$ cat config.mk
export PLATFORM = sky130hd
export DESIGN_NAME = axi_rd_arbiter_3x1
export DESIGN_NICKNAME = d
export VERILOG_FILES = /design/src/rtl/axi_rd_arbiter_3x1.sv
export SDC_FILE = /design/constraint.sdc
export NUM_CORES = 1
export LEC_CHECK = 0
export CAP_MARGIN = 40
export CORE_AREA = 2 2 101 103
export CTS_CLUSTER_DIAMETER = 80
export CTS_CLUSTER_SIZE = 12
export DETAILED_ROUTE_END_ITERATION = 7
export DIE_AREA = 0 0 103 105
export PLACE_DENSITY = 0.76
export SKIP_LAST_GASP = 1
export SLEW_MARGIN = 25
export SYNTH_ARGS = -nofsm -noshare
export SYNTH_HDL_FRONTEND = slang
export SYNTH_SLANG_ARGS = --single-unit
$ cat constraint.sdc
create_clock -name clk -period 3.7 [get_ports clk]
set_clock_uncertainty 0.15 [all_clocks]
set_input_delay 1.11 -clock clk [delete_from_list [all_inputs] [get_ports clk]]
set_output_delay 1.11 -clock clk [all_outputs]
set_load 0.01 [all_outputs]
$ cat src/rtl/axi_rd_arbiter_3x1.sv
// Three-master AXI read-channel arbiter (I-cache=0, D-cache=1, uncached=2) onto one outer read port.
// Define ARB_RR_EN for round-robin arbitration; default is fixed priority 1 > 2 > 0.
module axi_rd_arbiter_3x1 #(
  parameter int ADDR_W = 32,
  parameter int DATA_W = 32
) (
  input  logic                  clk,
  input  logic                  rst,
  input  logic [3*ADDR_W-1:0]   m_araddr,
  input  logic [11:0]           m_arlen,
  input  logic [8:0]            m_arsize,
  input  logic [2:0]            m_arvalid,
  output logic [2:0]            m_arready,
  output logic [DATA_W-1:0]     m_rdata,
  output logic                  m_rlast,
  output logic [2:0]            m_rvalid,
  input  logic [2:0]            m_rready,
  output logic [3:0]            arid,
  output logic [ADDR_W-1:0]     araddr,
  output logic [3:0]            arlen,
  output logic [2:0]            arsize,
  output logic [1:0]            arburst,
  output logic [1:0]            arlock,
  output logic [3:0]            arcache,
  output logic [2:0]            arprot,
  output logic                  arvalid,
  input  logic                  arready,
  input  logic [3:0]            rid,
  input  logic [DATA_W-1:0]     rdata,
  input  logic [1:0]            rresp,
  input  logic                  rlast,
  input  logic                  rvalid,
  output logic                  rready
);

  typedef enum logic [1:0] {S_IDLE, S_ADDR, S_DATA} state_t;

  state_t              r_state;
  logic [1:0]          r_grant;
  logic [ADDR_W-1:0]   r_araddr;
  logic [3:0]          r_arlen;
  logic [2:0]          r_arsize;
  logic                r_arvalid;

  logic                w_any;
  logic [1:0]          w_win;
  logic [ADDR_W-1:0]   w_sel_addr;
  logic [3:0]          w_sel_len;
  logic [2:0]          w_sel_size;
  logic                w_sel_rready;
  logic                w_unused;

  assign w_unused = ^{rid, rresp};
  assign w_any    = |m_arvalid;

`ifdef ARB_RR_EN
  logic [1:0] r_ptr;
  logic [1:0] w_c0, w_c1, w_c2;

  function automatic logic [1:0] inc3(input logic [1:0] x);
    inc3 = (x == 2'd2) ? 2'd0 : x + 2'd1;
  endfunction

  // Search starts one past the last winner so every requester is reached within three grants.
  always_comb begin
    w_c0 = inc3(r_ptr);
    w_c1 = inc3(w_c0);
    w_c2 = inc3(w_c1);
    if (m_arvalid[w_c0])      w_win = w_c0;
    else if (m_arvalid[w_c1]) w_win = w_c1;
    else                      w_win = w_c2;
  end
`else
  always_comb begin
    if (m_arvalid[1])      w_win = 2'd1;
    else if (m_arvalid[2]) w_win = 2'd2;
    else                   w_win = 2'd0;
  end
`endif

  always_comb begin
    w_sel_addr = m_araddr[0 +: ADDR_W];
    w_sel_len  = m_arlen[3:0];
    w_sel_size = m_arsize[2:0];
    case (w_win)
      2'd1: begin
        w_sel_addr = m_araddr[ADDR_W +: ADDR_W];
        w_sel_len  = m_arlen[7:4];
        w_sel_size = m_arsize[5:3];
      end
      2'd2: begin
        w_sel_addr = m_araddr[2*ADDR_W +: ADDR_W];
        w_sel_len  = m_arlen[11:8];
        w_sel_size = m_arsize[8:6];
      end
      default: ;
    endcase
  end

  always_comb begin
    case (r_grant)
      2'd1:    w_sel_rready = m_rready[1];
      2'd2:    w_sel_rready = m_rready[2];
      default: w_sel_rready = m_rready[0];
    endcase
  end

  always_ff @(posedge clk) begin
    if (rst) begin
      r_state   <= S_IDLE;
      r_grant   <= 2'd0;
      r_arvalid <= 1'b0;
      r_araddr  <= '0;
      r_arlen   <= '0;
      r_arsize  <= '0;
`ifdef ARB_RR_EN
      r_ptr     <= 2'd2;
`endif
    end else begin
      case (r_state)
        S_IDLE: begin
          if (w_any) begin
            r_grant   <= w_win;
            r_araddr  <= w_sel_addr;
            r_arlen   <= w_sel_len;
            r_arsize  <= w_sel_size;
            r_arvalid <= 1'b1;
            r_state   <= S_ADDR;
`ifdef ARB_RR_EN
            r_ptr     <= w_win;
`endif
          end
        end
        S_ADDR: begin
          if (arready) begin
            r_arvalid <= 1'b0;
            r_state   <= S_DATA;
          end
        end
        S_DATA: begin
          // Outer rlast alone ends the burst; beats are not counted against arlen.
          if (rvalid && w_sel_rready && rlast) r_state <= S_IDLE;
        end
        default: r_state <= S_IDLE;
      endcase
    end
  end

  always_comb begin
    m_arready = 3'b000;
    if (r_state == S_IDLE && w_any && !rst) m_arready[w_win] = 1'b1;
  end

  always_comb begin
    for (int i = 0; i < 3; i++)
      m_rvalid[i] = (r_state == S_DATA) && (r_grant == 2'(i)) && rvalid;
  end

  assign rready  = (r_state == S_DATA) && w_sel_rready;
  assign m_rdata = rdata;
  assign m_rlast = rlast;

  assign arid    = {2'b00, r_grant};
  assign araddr  = r_araddr;
  assign arlen   = r_arlen;
  assign arsize  = r_arsize;
  assign arvalid = r_arvalid;
  assign arburst = 2'b01;
  assign arlock  = 2'b00;
  assign arcache = 4'b0000;
  assign arprot  = 3'b000;

endmodule

After elaboration in Yosys (flattened, before gate mapping)
Index checks and enable logic that the tools add are counted.
{ "totals": {"inputBits": 166, "out_inout_bits": 95, "reg_bits": 44, "wordCells": 53} }
{ "op_classes": {"order_cmp": 2, "muxes": 16, "n_eq_ne": 9, "reduce_logical": 20} }
{ "op_table": {"columns": ["cell", "count"], "rows": [
  ["$pmux W32 S2", 1],
  ["$logic_and A1 B1 Y1", 12],
  ["$mux W2", 5],
  ["$pmux W4 S2", 1],
  ["$eq A2 B1 Y1 const B", 3],
  ["$eq A2 B2 Y1 const B", 3],
  ["$ne A2 B2 Y1 const B", 3],
  ["$pmux W2 S3", 1],
  ["$pmux W3 S2", 1],
  ["$reduce_and A3 Y1", 2],
  ["$logic_not A2 Y1", 2],
  ["$pmux W1 S2", 2],
  ["$lt A2 B3 Y1 const B", 1],
  ["$mux W1", 3],
  ["$mux W3", 1],
  ["$reduce_or A3 Y1", 1],
  ["$demux W1 S2", 1],
  ["$ge A2 B1 Y1 const B", 1],
  ["$reduce_and A2 Y1", 1],
  ["$reduce_bool A2 Y1", 1],
  ["$logic_not A1 Y1", 1]
]} }

Logic depth before layout (Yosys ltp)
Gate-level depths: netlist of the first run.
{ "depth": {"depth_word": 7, "mapped_depth": 6, "ltp_nobuf": 5} }

Worst setup path before layout of the first run
No wires, ideal clock.
{ "synth_timing": {"path_type": "input to output", "startpoint": "in m_arvalid[2]", "endpoint": "out m_arready[2]", "path_slack_ns": 0.183, "arrival_time_ns": 2.257, "stages": 6, "required_time_ns": 2.440, "n_path_buf": 3, "path_cell_list": "buf_2 > or3_4 > and3b_1 > buf_6 > buf_6 > and3_1"} }
{ "synth_via": {"elab_chain_len": 7, "word_cells_on_any_way": 11, "classes_between": "order compare: 2; mux: 5; reduce/logical: 4"} }
{ "synth_rtl": {"columns": ["item", "line_no", "rtl"], "rows": [
  ["from (decl)", "12", "input logic [2:0] m_arvalid,"],
  ["$mux W2", "76", "else if (m_arvalid[2]) w_win = 2'd2;"],
  ["$mux W2", "75", "if (m_arvalid[1]) w_win = 2'd1;"],
  ["$lt A2 B3 Y1 (implied by the code) / $ge A2 B1 Y1 (equally long branches)", "151", "if (r_state == S_IDLE && w_any && !rst) m_arready[w_win] = 1'b1;"],
  ["$logic_and A1 B1 Y1 (implied by the code)", "151", null],
  ["$mux W1 (implied by the code)", "151", null],
  ["$demux W1 S2", "151", null],
  ["$mux W3 *", "151", null],
  ["to (decl)", "13", "output logic [2:0] m_arready,"]
]} }
Mark *: on every way between the ends. The rest lies on a longest branch, timed or not.

Worst setup path after layout of the first run
{ "layout_timing": {"startpoint": "in m_arvalid[0]", "endpoint": "out m_arready[2]"} }
{ "layout_via": {"elab_chain_len": 4} }
{ "layout_rtl": {"columns": ["item", "line_no", "rtl"], "rows": [
  ["$reduce_or A3 Y1", "54", "assign w_any = |m_arvalid;"],
  ["$logic_and A1 B1 Y1 (2 in series)", "151", null],
  ["$mux W3", "151", null]
]} }
No other way between the ends.

==> qor.csv, run 1 <==
stage;metric;value;unit
status;status;completed;
logic_synthesis;Avg Cell Area, Syn;8.791;um^2
worst_setup_path;FF-to-FF setup slack;1.99;ns
worst_setup_path;crit path launch;m_arvalid[0];
logic_synthesis;post-synth top area cell;dfxtp_1;
sta;final hold vios;0;
route;post-DR wirelength/cell;14.22;um
clock_network;CTS Buffer Depth;2;
global_route;gr ovfl total;0;
worst_setup_path;Crit. End Element;output port;
global_route;initial antenna violation count;0;
sta;worst slew pin tran;0.6628;ns
clock_network;clock-pin slew on the worst setup and hold paths;0.09;ns
finish;share of layout cells above drive strength 1;5.442;%
logic_synthesis;count leader, synth;buf_4;
clock_network;Post-CTS Hold Fix Bufs;0;
route;Post-route DRC;0;
clock_network;Clock Latency Late Sink;0.29;ns
worst_setup_path;Worst setup endpoint;m_arready[2];
logic_synthesis;mapped cell area;0.002673;mm^2
clock_network;# H-tree levels;2;
global_route;GRT Total Usage;13.75;%
finish;Final Util;45.17;%
die;Die Area;0.01082;mm^2
placed_design;Post-DP HPWL;6.368;mm
worst_setup_path;Cell Chain, Critical Path;clkdlybuf4s50_1 > or3_4 > and3b_1 > and3_1 > clkbuf_2;
route;routed wire length;8.164;mm
route;DRT Pass-1 Iters;4;
worst_setup_path;CP max stage cell;clkdlybuf4s50_1;
die;Top Ports;261;
global_route;largest net degree at the start of global routing;80;
route;vias after detailed routing;2574;
die;Die W;103;um
placed_design;Placer Congestion;0.7452;
sta;RSZ-0062 raised after global routing;no;
sta;Final period util;97.38;%
sta;Fmax;277.5;MHz
worst_setup_path;Crit path depth;5;
logic_synthesis;Unique masters post-synth;27;
logic_synthesis;number of synthesized flops with an enable pin;0;
worst_setup_path;FF-to-FF path depth;4;
worst_setup_path;RR Startpoint;r_state[0];
min_path;min-delay worst type;flip-flop to flip-flop;
logic_synthesis;Synth Flop Type;dfxtp_1;
finish;fillers;979;
placed_design;port bufs;177;
worst_setup_path;WP data arrival;2.34;ns
worst_setup_path;crit path kind;input pin to output port;
logic_synthesis;asr flop ratio synth;0;%
global_route;vias in the first global route;2521;
clock_network;CTS root buffer;clkbuf_8;
logic_synthesis;Synth area leaders;dfxtp_1, mux2i_1, a22o_1;
pwr;Power Total;1.392;mW
pwr;peak supply drop;0.2064;mV
global_route;global-route wire length before repair;11.84;mm
worst_setup_path;crit-path leading delay family;simple AND/OR/NAND/NOR gates;
logic_synthesis;Synth Warn #;0;
die;initial core utilization;27.73;%
clock_network;CTS Sinks;44;
die;Core ar.;0.009639;mm^2
logic_synthesis;cell count after synthesis;304;
worst_setup_path;CP startpoint kind;input pin;
sta;relative slew slack;55.81;%
worst_setup_path;reg-to-reg endpoint;r_grant[1];
clock_network;CTS tree;built;
route;Routed Antenna Nets;0;
finish;Nets;609;
sta;minimum clock period;3.603;ns
worst_setup_path;CP Max Fanout;3;
job;Max-Cap Viols;0;
finish;ant diodes;0;
route;Vias per Instance;4.484;
sta;setup TNS;0;ns
worst_setup_path;Critical Path RT;2.44;ns
die;die height;105;um
worst_setup_path;CP peak stage delay;0.40;ns
logic_synthesis;Yosys top cell area share;32.96;%
pwr;PwrDens;319.7;mW/mm^2
logic_synthesis;Post-synth top cells;buf_4, dfxtp_1, nand2_1;
finish;synth-to-layout area growth;62.92;%
clock_network;number of buffers created by CTS;5;
logic_synthesis;synthesized flop and latch total;44;
die;row count;36;
sta;# setup viols final;0;
logic_synthesis;sequential area share after synthesis;32.96;%
worst_setup_path;CP bufs+invs;2;
pwr;Leakage;1.824;nW
sta;Slew Limit Fails;0;
route;initial DRC count;44;
repair_timing:
action / in CTS / in global routing
resized for setup: 4 / 2
buffers inserted: 0 / 0
setup endpoints to repair: 4 / 1
pin swaps: 0 / 0
worst reg2reg max path: stages, from the launching register on:
cell,delay [ns]
dfxtp_1,0.37
nor2_1,0.29
and3b_1,0.22
buf_4,0.40
a32o_1,0.23
layer usage:
layer / share of wire (%) / track usage, %
met1: 36 / 12.74
met2: 53 / 27.37
met4: 2.0 / 4.981
met3: 8.7 / 3.813
met5: 0 / 0
registers in the layout, indices dropped and copies added, names as in the netlist:
name and count:
arlen 4, r_state 2, arvalid 1, arsize 3, r_grant 2, araddr 32
cell usage in the layout, fill, tap and decap left out, types with 4 or more instances in the layout:
| master | count |
|---|---|
| buf_4 | 10 |
| clkbuf_8 | 7 |
| mux2i_1 | 39 |
| clkdlybuf4s50_1 | 171 |
| o21ai_0 | 39 |
| nor2_1 | 4 |
| dfxtp_1 | 44 |
| nand2_1 | 41 |
| and3_1 | 4 |
| conb_1 | 13 |
| a22o_1 | 40 |
where the power goes:
group	total [mW]	switching [mW]	internal (mW)	leakage, nW
sequential	0.548	0.0267	0.521	0.363
combinational	0.441	0.168	0.273	1.40
clock	0.403	0.165	0.238	0.0645
final cells by class:
| cell class | count | area [um^2] | share of cell area [%] |
|---|---|---|---|
| clock inverters | 1 | 30.03 | 0.6897 |
| inverters | 3 | 11.26 | 0.2586 |
| well taps | 133 | 166.4 | 3.822 |
| multi-input cells | 199 | 1341 | 30.80 |
| clock buffers | 7 | 96.34 | 2.213 |
| flip-flops and latches | 44 | 880.8 | 20.23 |
| repair buffers | 187 | 1828 | 41.98 |
kinds of logic after synthesis:
group / Yosys count / share of synthesized area [%]
other: 2 / 0.2810
buffers and inverters: 72 / 18.68
AOI/OAI and AO/OA: 88 / 22.94
adders and majority gates: 3 / 1.405
and+or+nand+nor: 56 / 9.129
DFF: 44 / 32.96
muxes: 39 / 14.61
worst min path at each step:
stage / start / end / cells after the start
6_report: araddr[6] / araddr[6] / 1
5_1_grt: arlen[3] / arlen[3] / 1
4_1_cts: araddr[31] / araddr[31] / 1
3_5_place_dp: araddr[6] / araddr[6] / 1
3_3_place_gp: araddr[24] / araddr[24] / 1
2_1_floorplan: r_state[1] / r_state[0] / 1
per-stage QoR:
| stage | worst slack, ns | cells | hold slack, ns | instance area (um^2) |
|---|---|---|---|---|
| after floorplan | 0.1834 | 315 | 0.2917 | 2714 |
| after global placement | -0.2422 | 566 | 0.3085 | 4237 |
| after detailed placement | -0.2541 | 566 | 0.3126 | 4237 |
| after CTS | -0.05658 | 574 | 0.3388 | 4358 |
| after global routing | 0.05994 | 574 | 0.3451 | 4354 |
| final | 0.09695 | 574 | 0.3329 | 4354 |
No activity file was read; power rests on OpenSTA's default activity.
==> run 2, diff against run 1 <==
--- a/config.mk
+++ b/config.mk
@@ -12,7 +12,6 @@
 export DETAILED_ROUTE_END_ITERATION = 7
 export DIE_AREA = 0 0 103 105
 export PLACE_DENSITY = 0.76
-export SKIP_LAST_GASP = 1
 export SLEW_MARGIN = 25
 export SYNTH_ARGS = -nofsm -noshare
 export SYNTH_HDL_FRONTEND = slang
==> run 2 against run 1 <==
Core utilization is the same. Combinational power is essentially flat. Die area is the same. Hold slack stayed put. Power about the same. Wire length hardly changed. Largest cell class unchanged. Largest power group unchanged. Highest routed layer unchanged.
==> qor.csv, run 2 (synthesized netlist as in run 1, its figures left out) <==
stage;metric;value;unit;change
worst_setup_path;CP peak stage delay;0.40;ns;about the same
worst_setup_path;Crit. End Element;output port;;
finish;Nets;609;;unchanged
finish;max reg flops;32;;unchanged
global_route;vias in the first global route;2523;;+0.079%
route;Vias per Instance;4.484;;unchanged
route;Post-route DRC;0;;unchanged
route;vias after detailed routing;2574;;unchanged
pwr;peak supply drop;0.2064;mV;unchanged
finish;synth-to-layout area growth;62.92;%;unchanged
worst_setup_path;Critical Path RT;2.44;ns;about the same
global_route;initial antenna violation count;0;;unchanged
clock_network;Clock Latency Late Sink;0.29;ns;about the same
worst_setup_path;WP data arrival;2.35;ns;about the same
sta;Min Hold Slack;0.3329;ns;unchanged
placed_design;Post-DP HPWL;6.368;mm;unchanged
route;met1 WL;2.965;mm;about the same
finish;Final Util;45.17;%;unchanged
route;uppermost layer routed;met4;;
pwr;PwrDens;319.7;mW/mm^2;about the same
finish;most frequent cells in the layout;clkdlybuf4s50_1, dfxtp_1, nand2_1;;
die;Die W;103;um;unchanged
job;Max-Cap Viols;0;;unchanged
status;status;completed;;
die;Top Ports;261;;unchanged
finish;commonest non-fill, non-tap cell in the layout;clkdlybuf4s50_1;;
clock_network;CTS tree;built;;
clock_network;clock-pin slew on the worst setup and hold paths;0.09;ns;about the same
worst_setup_path;crit-path leading delay family;simple AND/OR/NAND/NOR gates;;
route;DRT Pass-1 Iters;4;;unchanged
sta;setup TNS;0;ns;unchanged
route;routed wire length;8.166;mm;about the same
sta;worst slew pin tran;0.6628;ns;+0.000004232 ns
worst_setup_path;CP max stage cell;clkdlybuf4s50_1;;
pwr;Leakage;1.825;nW;about the same
die;row count;36;;unchanged
die;die height;105;um;unchanged
global_route;largest net degree at the start of global routing;80;;unchanged
global_route;global-route wire length before repair;11.85;mm;+0.12%
clock_network;# H-tree levels;2;;unchanged
placed_design;Placer Congestion;0.7452;;unchanged
sta;RSZ-0062 raised after global routing;no;;
worst_setup_path;crit path kind;input pin to output port;;
finish;share of layout cells above drive strength 1;5.442;%;unchanged
die;Core ar.;0.009639;mm^2;unchanged
sta;final hold vios;0;;unchanged
worst_setup_path;crit path launch;m_arvalid[0];;
die;initial core utilization;27.73;%;unchanged
worst_setup_path;CP startpoint kind;input pin;;
die;Die Area;0.01082;mm^2;unchanged
placed_design;port bufs;177;;unchanged
sta;Fmax;277.1;MHz;-0.15%
worst_setup_path;CP Max Fanout;3;;unchanged
worst_setup_path;Cell Chain, Critical Path;clkdlybuf4s50_1 > or3_4 > and3b_1 > and3_1 > buf_2;;
global_route;GRT Total Usage;13.77;%;about the same
clock_network;Post-CTS Hold Fix Bufs;0;;unchanged
sta;Slew Limit Fails;0;;unchanged
route;post-DR wirelength/cell;14.23;um;about the same
clock_network;number of buffers created by CTS;5;;unchanged
min_path;min-delay worst type;flip-flop to flip-flop;;
route;Routed Antenna Nets;0;;unchanged
finish;ant diodes;0;;unchanged
route;metal3 WL;710;um;+0.14%
sta;relative slew slack;55.81;%;about the same
min_path;Hold Crit Start;araddr[6];;
worst_setup_path;CP bufs+invs;2;;unchanged
clock_network;CTS root buffer;clkbuf_8;;
route;Met2 Wirelength;4.327;mm;unchanged
sta;# setup viols final;0;;unchanged
route;initial DRC count;44;;unchanged
clock_network;CTS Sinks;44;;unchanged
sta;Final period util;97.52;%;+0.14 points
global_route;gr ovfl total;0;;unchanged
clock_network;CTS Buffer Depth;2;;unchanged
worst_setup_path;RR Startpoint;r_state[0];;
sta;minimum clock period;3.608;ns;+0.005290 ns
-- run 2: cell types whose count changed in the layout (fill, tap and decap cells not counted), sizes merged --
cell    delta
clkbuf     -1
buf        +1
-- run 2: what timing repair did --
| item | 4_1_cts | 5_1_grt |
|---|---|---|
| endpoints found under the hold margin | 0 | 0 |
| setup buffers | 0 | 0 |
| gates cloned | 0 | 0 |
| setup endpoints to repair | 4 | 1 |
| resized for setup | 6 | 1 |
-- run 2: worst paths after layout --
path	endpoint	slack (ns)	cells after the start
hold / removal	araddr[6]	0.33	1
setup reg to reg	r_grant[1]	2.00	4
setup / recovery	m_arready[2]	0.09	5
hold reg to reg	araddr[6]	0.33	1
-- run 2: final cells by class --
type | count | area, um^2
Timing Repair Buffer | 187 | 1828
Tap cell | 133 | 166.4
Clock inverter | 1 | 30.03
Multi-Input combinational cell | 199 | 1341
Fill cell | 979 | 5285
Inverter | 3 | 11.26
Clock buffer | 7 | 96.34
Sequential cell | 44 | 880.8
-- run 2: stage by stage --
stage,setup slack [ns],cell area [um^2],instances,total power [mW]
after floorplan,0.1834,2714,315,0.7878
after global placement,-0.2422,4237,566,0.9955
after detailed placement,-0.2541,4237,566,1.005
after CTS,0.001688,4360,574,1.415
after global routing,0.05994,4354,574,1.464
final,0.09166,4354,574,1.392
-- run 2: power breakdown --
group	internal (mW)	switching, mW
logic	0.273	0.168
registers	0.521	0.0267
clock network	0.238	0.165
total	1.03	0.359
-- run 2: per-layer routing --
metal / global-route usage, % / up-vias
li1: - / 1281
met5: 0 / -
met4: 4.981 / 0
met3: 3.813 / 24
met2: 27.37 / 125
met1: 12.79 / 1144
